File: src/rtl/video_render_sched.sv
// Per-scanline render scheduler: sequences layer0, layer1 and sprite jobs
// into the slot opened by each next_line, tracks the line/buffer and overruns.
//   in : clk, rst, next_frame, next_line, en[2:0], done[2:0], overrun_clr
//   out: start[2:0], abort, line_idx, disp_buf, busy, overrun_flag, overrun_cnt
module video_render_sched #(
  parameter int V_ACTIVE = 480,
  parameter int LINE_W   = 10
) (
  input  logic              clk,
  input  logic              rst,
  input  logic              next_frame,
  input  logic              next_line,
  input  logic [2:0]        en,
  input  logic [2:0]        done,
  input  logic              overrun_clr,
  output logic [2:0]        start,
  output logic              abort,
  output logic [LINE_W-1:0] line_idx,
  output logic              disp_buf,
  output logic              busy,
  output logic              overrun_flag,
  output logic [7:0]        overrun_cnt
);

  typedef enum logic [1:0] {
    IDLE = 2'd0,
    L0   = 2'd1,
    L1   = 2'd2,
    SPR  = 2'd3
  } state_t;

  localparam logic [LINE_W:0] VLIM = (LINE_W+1)'(V_ACTIVE);

  state_t            state_q, state_d;
  logic              first_q, first_d;
  logic [2:0]        en_q, en_d;
  logic [LINE_W-1:0] line_q, line_d;
  logic              disp_q, disp_d;
  logic              abort_q, abort_d;
  logic              oflag_q, oflag_d;
  logic [7:0]        ocnt_q, ocnt_d;

  logic [2:0] cur_bit;
  logic [2:0] rest;
  logic       fin;
  state_t     adv;
  logic       ovr;
  logic       go;

  function automatic state_t first_of(input logic [2:0] m);
    if (m[0])      return L0;
    else if (m[1]) return L1;
    else if (m[2]) return SPR;
    else           return IDLE;
  endfunction

  always_comb begin
    cur_bit = 3'b000;
    rest    = 3'b000;
    unique case (state_q)
      L0:   begin cur_bit = 3'b001; rest = {en_q[2:1], 1'b0}; end
      L1:   begin cur_bit = 3'b010; rest = {en_q[2], 2'b00}; end
      SPR:  begin cur_bit = 3'b100; rest = 3'b000; end
      default: begin cur_bit = 3'b000; rest = 3'b000; end
    endcase
  end

  assign fin = |(done & cur_bit);
  assign adv = first_of(rest);
  // A slot has completed only if the last enabled job finishes now.
  assign ovr = (state_q != IDLE) && !(fin && adv == IDLE);

  always_comb begin
    state_d = state_q;
    first_d = 1'b0;
    en_d    = en_q;
    line_d  = line_q;
    disp_d  = disp_q;
    abort_d = 1'b0;
    oflag_d = oflag_q;
    ocnt_d  = ocnt_q;
    go      = 1'b0;

    if (fin) begin
      state_d = adv;
      first_d = (adv != IDLE);
    end

    if (overrun_clr) oflag_d = 1'b0;

    if (next_line) begin
      line_d  = next_frame ? '0 : line_q + 1'b1;
      disp_d  = ~disp_q;
      en_d    = en;
      go      = ({1'b0, line_d} < VLIM) && (|en);
      state_d = go ? first_of(en) : IDLE;
      first_d = go;
      abort_d = ovr;
      if (ovr) begin
        oflag_d = 1'b1;
        if (ocnt_q != 8'hFF) ocnt_d = ocnt_q + 8'd1;
      end
    end
  end

  always_ff @(posedge clk) begin
    if (rst) begin
      state_q <= IDLE;
      first_q <= 1'b0;
      en_q    <= 3'b000;
      line_q  <= '0;
      disp_q  <= 1'b0;
      abort_q <= 1'b0;
      oflag_q <= 1'b0;
      ocnt_q  <= 8'd0;
    end else begin
      state_q <= state_d;
      first_q <= first_d;
      en_q    <= en_d;
      line_q  <= line_d;
      disp_q  <= disp_d;
      abort_q <= abort_d;
      oflag_q <= oflag_d;
      ocnt_q  <= ocnt_d;
    end
  end

  assign start        = first_q ? cur_bit : 3'b000;
  assign abort        = abort_q;
  assign line_idx     = line_q;
  assign disp_buf     = disp_q;
  assign busy         = (state_q != IDLE);
  assign overrun_flag = oflag_q;
  assign overrun_cnt  = ocnt_q;

endmodule

File: config.mk
export PLATFORM = sky130hd
export DESIGN_NAME = video_render_sched
export DESIGN_NICKNAME = d
export VERILOG_FILES = /design/src/rtl/video_render_sched.sv
export SDC_FILE = /design/constraint.sdc
export NUM_CORES = 1
export LEC_CHECK = 0
export BUFFER_PORTS_ARGS = -buffer_cell sky130_fd_sc_hd__buf_2
export CORE_ASPECT_RATIO = 0.8
export CORE_MARGIN = 3
export CORE_UTILIZATION = 40
export CTS_CLUSTER_SIZE = 30
export DETAILED_ROUTE_END_ITERATION = 10
export PLACE_DENSITY = 0.7
export SKIP_CTS_REPAIR_TIMING = 1
export SYNTH_ARGS = -nofsm -noshare
export SYNTH_HDL_FRONTEND = slang
export SYNTH_SLANG_ARGS = --single-unit
File: constraint.sdc
create_clock -name clk -period 2.55 [get_ports clk]
set_clock_uncertainty 0.2 [all_clocks]
set_input_delay 0.3825 -clock clk [delete_from_list [all_inputs] [get_ports clk]]
set_output_delay 0.3825 -clock clk [all_outputs]
set_load 0.02 [all_outputs]
==> key figures <==
Logic synthesis
  • Number of synthesized register bits: 26
  • Share of the synthesized area in the top cell type: 0.345
  • Ranking of synthesized cells by area: dfxtp_1, nor2_1, ha_1
  • Area leader, netlist: dfxtp_1
  • Register area share after synthesis: 0.345
  • Top cells by count, synth: dfxtp_1, nor2_1, nand2_1
  • Warnings, synthesis: 0
  • Net Count, Synth: 199
  • Ys flop type: dfxtp_1
  • Post-Synthesis Cells: 182
  • Number of synthesized flops with an enable pin: 0
  • Mean Syn Cell Area: 8.30 um2
  • Synthesized area: 1510 um2
  • Async SR Flop Fraction: 0
  • Top-count cell post-synth: dfxtp_1
  • Synth unique cells: 48

Job
  • Max Cap Viol: 0

Worst setup path
  • Crit. End Element: flip-flop
  • CP arrival: 2280 ps
  • Worst Path Class, Setup: reg -> reg
  • Worst path required time: 2510 ps
  • Startpoint Class: flip-flop
  • Critical path peak fanout: 5

Global route
  • Total track usage: 0.153
  • Antenna violations before repair: 0
  • Largest net degree at the start of global routing: 31
  • First-pass GRT wire length: 5500 um
  • Gr ovfl total: 0
  • Via count of the first global-routing pass: 1182

Die
  • Die H: 61.0 um
  • Rows: 19
  • Die Area: 4550 um2
  • Initial core utilization: 0.429
  • Core box area: 3520 um2
  • Top Ports: 36
  • Die X: 74.7 um

Timing
  • Fin. max-slew vios: 0
  • Tmin final: 2330 ps
  • RSZ-0062 raised after global routing: no
  • Slew @ Worst Pin: 529 ps
  • Final Hold Vio Count: 0
  • Worst setup margin: 225 ps
  • Worst rel slew slack: 0.643
  • Fraction of the cycle the final worst path needs: 0.912
  • Post-route setup TNS: 0 ps
  • Setup Viol. Count Final: 0
  • FMAX: 430 MHz

Outcome
  • Status: completed

Route
  • Routed vias: 1378
  • Drt pass-1 iters: 4
  • Via/cell ratio: 5.36
  • Detail Route Antenna Nets: 0
  • Residual DRC count: 0
  • Post-DR wirelength/cell: 13.0 um
  • First DRT Iteration DRCs: 90
  • Final wirelength: 3330 um

Pwr
  • Leakage Power: 0.000767 uW
  • Pwr/cell area: 431 nW/um2
  • Peak supply drop: 0.000424 V

Clock tree
  • Worst skew pair latency: 260 ps
  • Max Root-Sink Buffers: 2
  • Cts bufs inserted: 3
  • Clock sinks: 26
  • CTS tree: built
  • Root Buffer: clkbuf_8
  • CTS clk-pin slew, worst paths: 80 ps
  • H-tree levels: 1

Finish
  • Layout cells sized above 1: 0.233
  • # fillers: 366
  • Final net count: 234
  • Antenna Cells: 0
  • Synth-to-Final Area Change: 15.8%

Place
  • Worst slack, placed: 303 ps
  • IO Port Bufs: 35
  • DP Wirelength: 2430 um
  • Routability Congestion: 0.774

Worst hold path
  • Min-Delay Path Class: in -> reg
## where the power goes
part | switching (uW) | internal [uW] | total (uW)
registers | 10.3 | 417 | 427
clock network | 118 | 106 | 223
logic | 63.1 | 40.9 | 104
total | 191 | 563 | 754
## metal layers
metal  global-route usage  wire [um]
met3               0.0414        160
met4               0.0305         30
met5                    0          0
met2                0.228       1390
met1                0.223       1750
## through the flow
| stage | std cells | cell area, um2 | power, uW | hold slack (ps) | util |
|---|---|---|---|---|---|
| after floorplan | 182 | 1510 | 508 | 274 | - |
| after global placement | 254 | 1710 | 538 | 264 | 0.485 |
| after detailed placement | 254 | 1710 | 539 | 268 | 0.485 |
| after CTS | 257 | 1750 | 767 | 174 | 0.497 |
| after global routing | 257 | 1750 | 802 | 172 | 0.497 |
| final | 257 | 1750 | 754 | 180 | 0.497 |
## cell families after synthesis
logic type	share of synthesized area
AO/OA/AOI/OAI	0.177
XOR/XNOR	0.0348
adder cells (fa/ha/maj)	0.0497
buffers and inverters	0.0447
flip-flops	0.345
multiplexers	0.0539
AND/OR/NAND/NOR	0.295
## layout make-up
type | instances | area, um2 | area share
well taps | 42 | 52.6 | 0.0300
inverters | 8 | 30.0 | 0.0172
multi-input cells | 142 | 922 | 0.527
clock buffers | 3 | 41.3 | 0.0236
repair buffers | 36 | 183 | 0.104
flip-flops and latches | 26 | 520 | 0.298
## registers in the layout, indices dropped and copies added, names as in the netlist
register      flops
line_idx         10
overrun_cnt       8
en_q              2
state_q           2
abort             1
disp_buf          1
first_q           1
overrun_flag      1
## critical path, cell delays in order (launching register included)
cell and delay [ps]:
dfxtp_1 390, inv_1 80, ha_1 240, o21a_1 210, o21ai_0 450, a21oi_1 190
nand3_1 130, mux2_1 330
## final timing paths
check | slack, ps | startpoint | depth (start not counted) | endpoint
setup / recovery | 220 | state_q[1]$_SDFFE_PP0P_ | 7 | overrun_cnt[5]$_SDFFE_PP0P_
hold / removal | 180 | overrun_clr | 3 | overrun_flag$_SDFF_PP0_
setup reg to reg | 220 | state_q[1]$_SDFFE_PP0P_ | 7 | overrun_cnt[5]$_SDFFE_PP0P_
hold reg to reg | 270 | overrun_flag$_SDFF_PP0_ | 2 | overrun_flag$_SDFF_PP0_
## layout by cell type (no fill, tap or decap), types with 2 or more instances in the layout
cell type and n:
nor2_1 25, o21a_1 3, and2_2 2, nand3_1 3, clkbuf_8 3, nand2_1 14
a211oi_1 2, xor2_1 3, a31oi_1 2, nand2b_1 5, mux2i_1 7, o21ai_0 10
ha_1 6, nor2b_1 4, nand4_1 2, or3_1 3, nand4b_1 2, a22oi_1 2
nor3b_1 2, nor3_1 3, and2_1 5, dfxtp_1 26, a21oi_1 12, nor4_1 3
buf_2 35, xnor2_1 3, inv_1 8
Power figures use the tool's default switching activity.
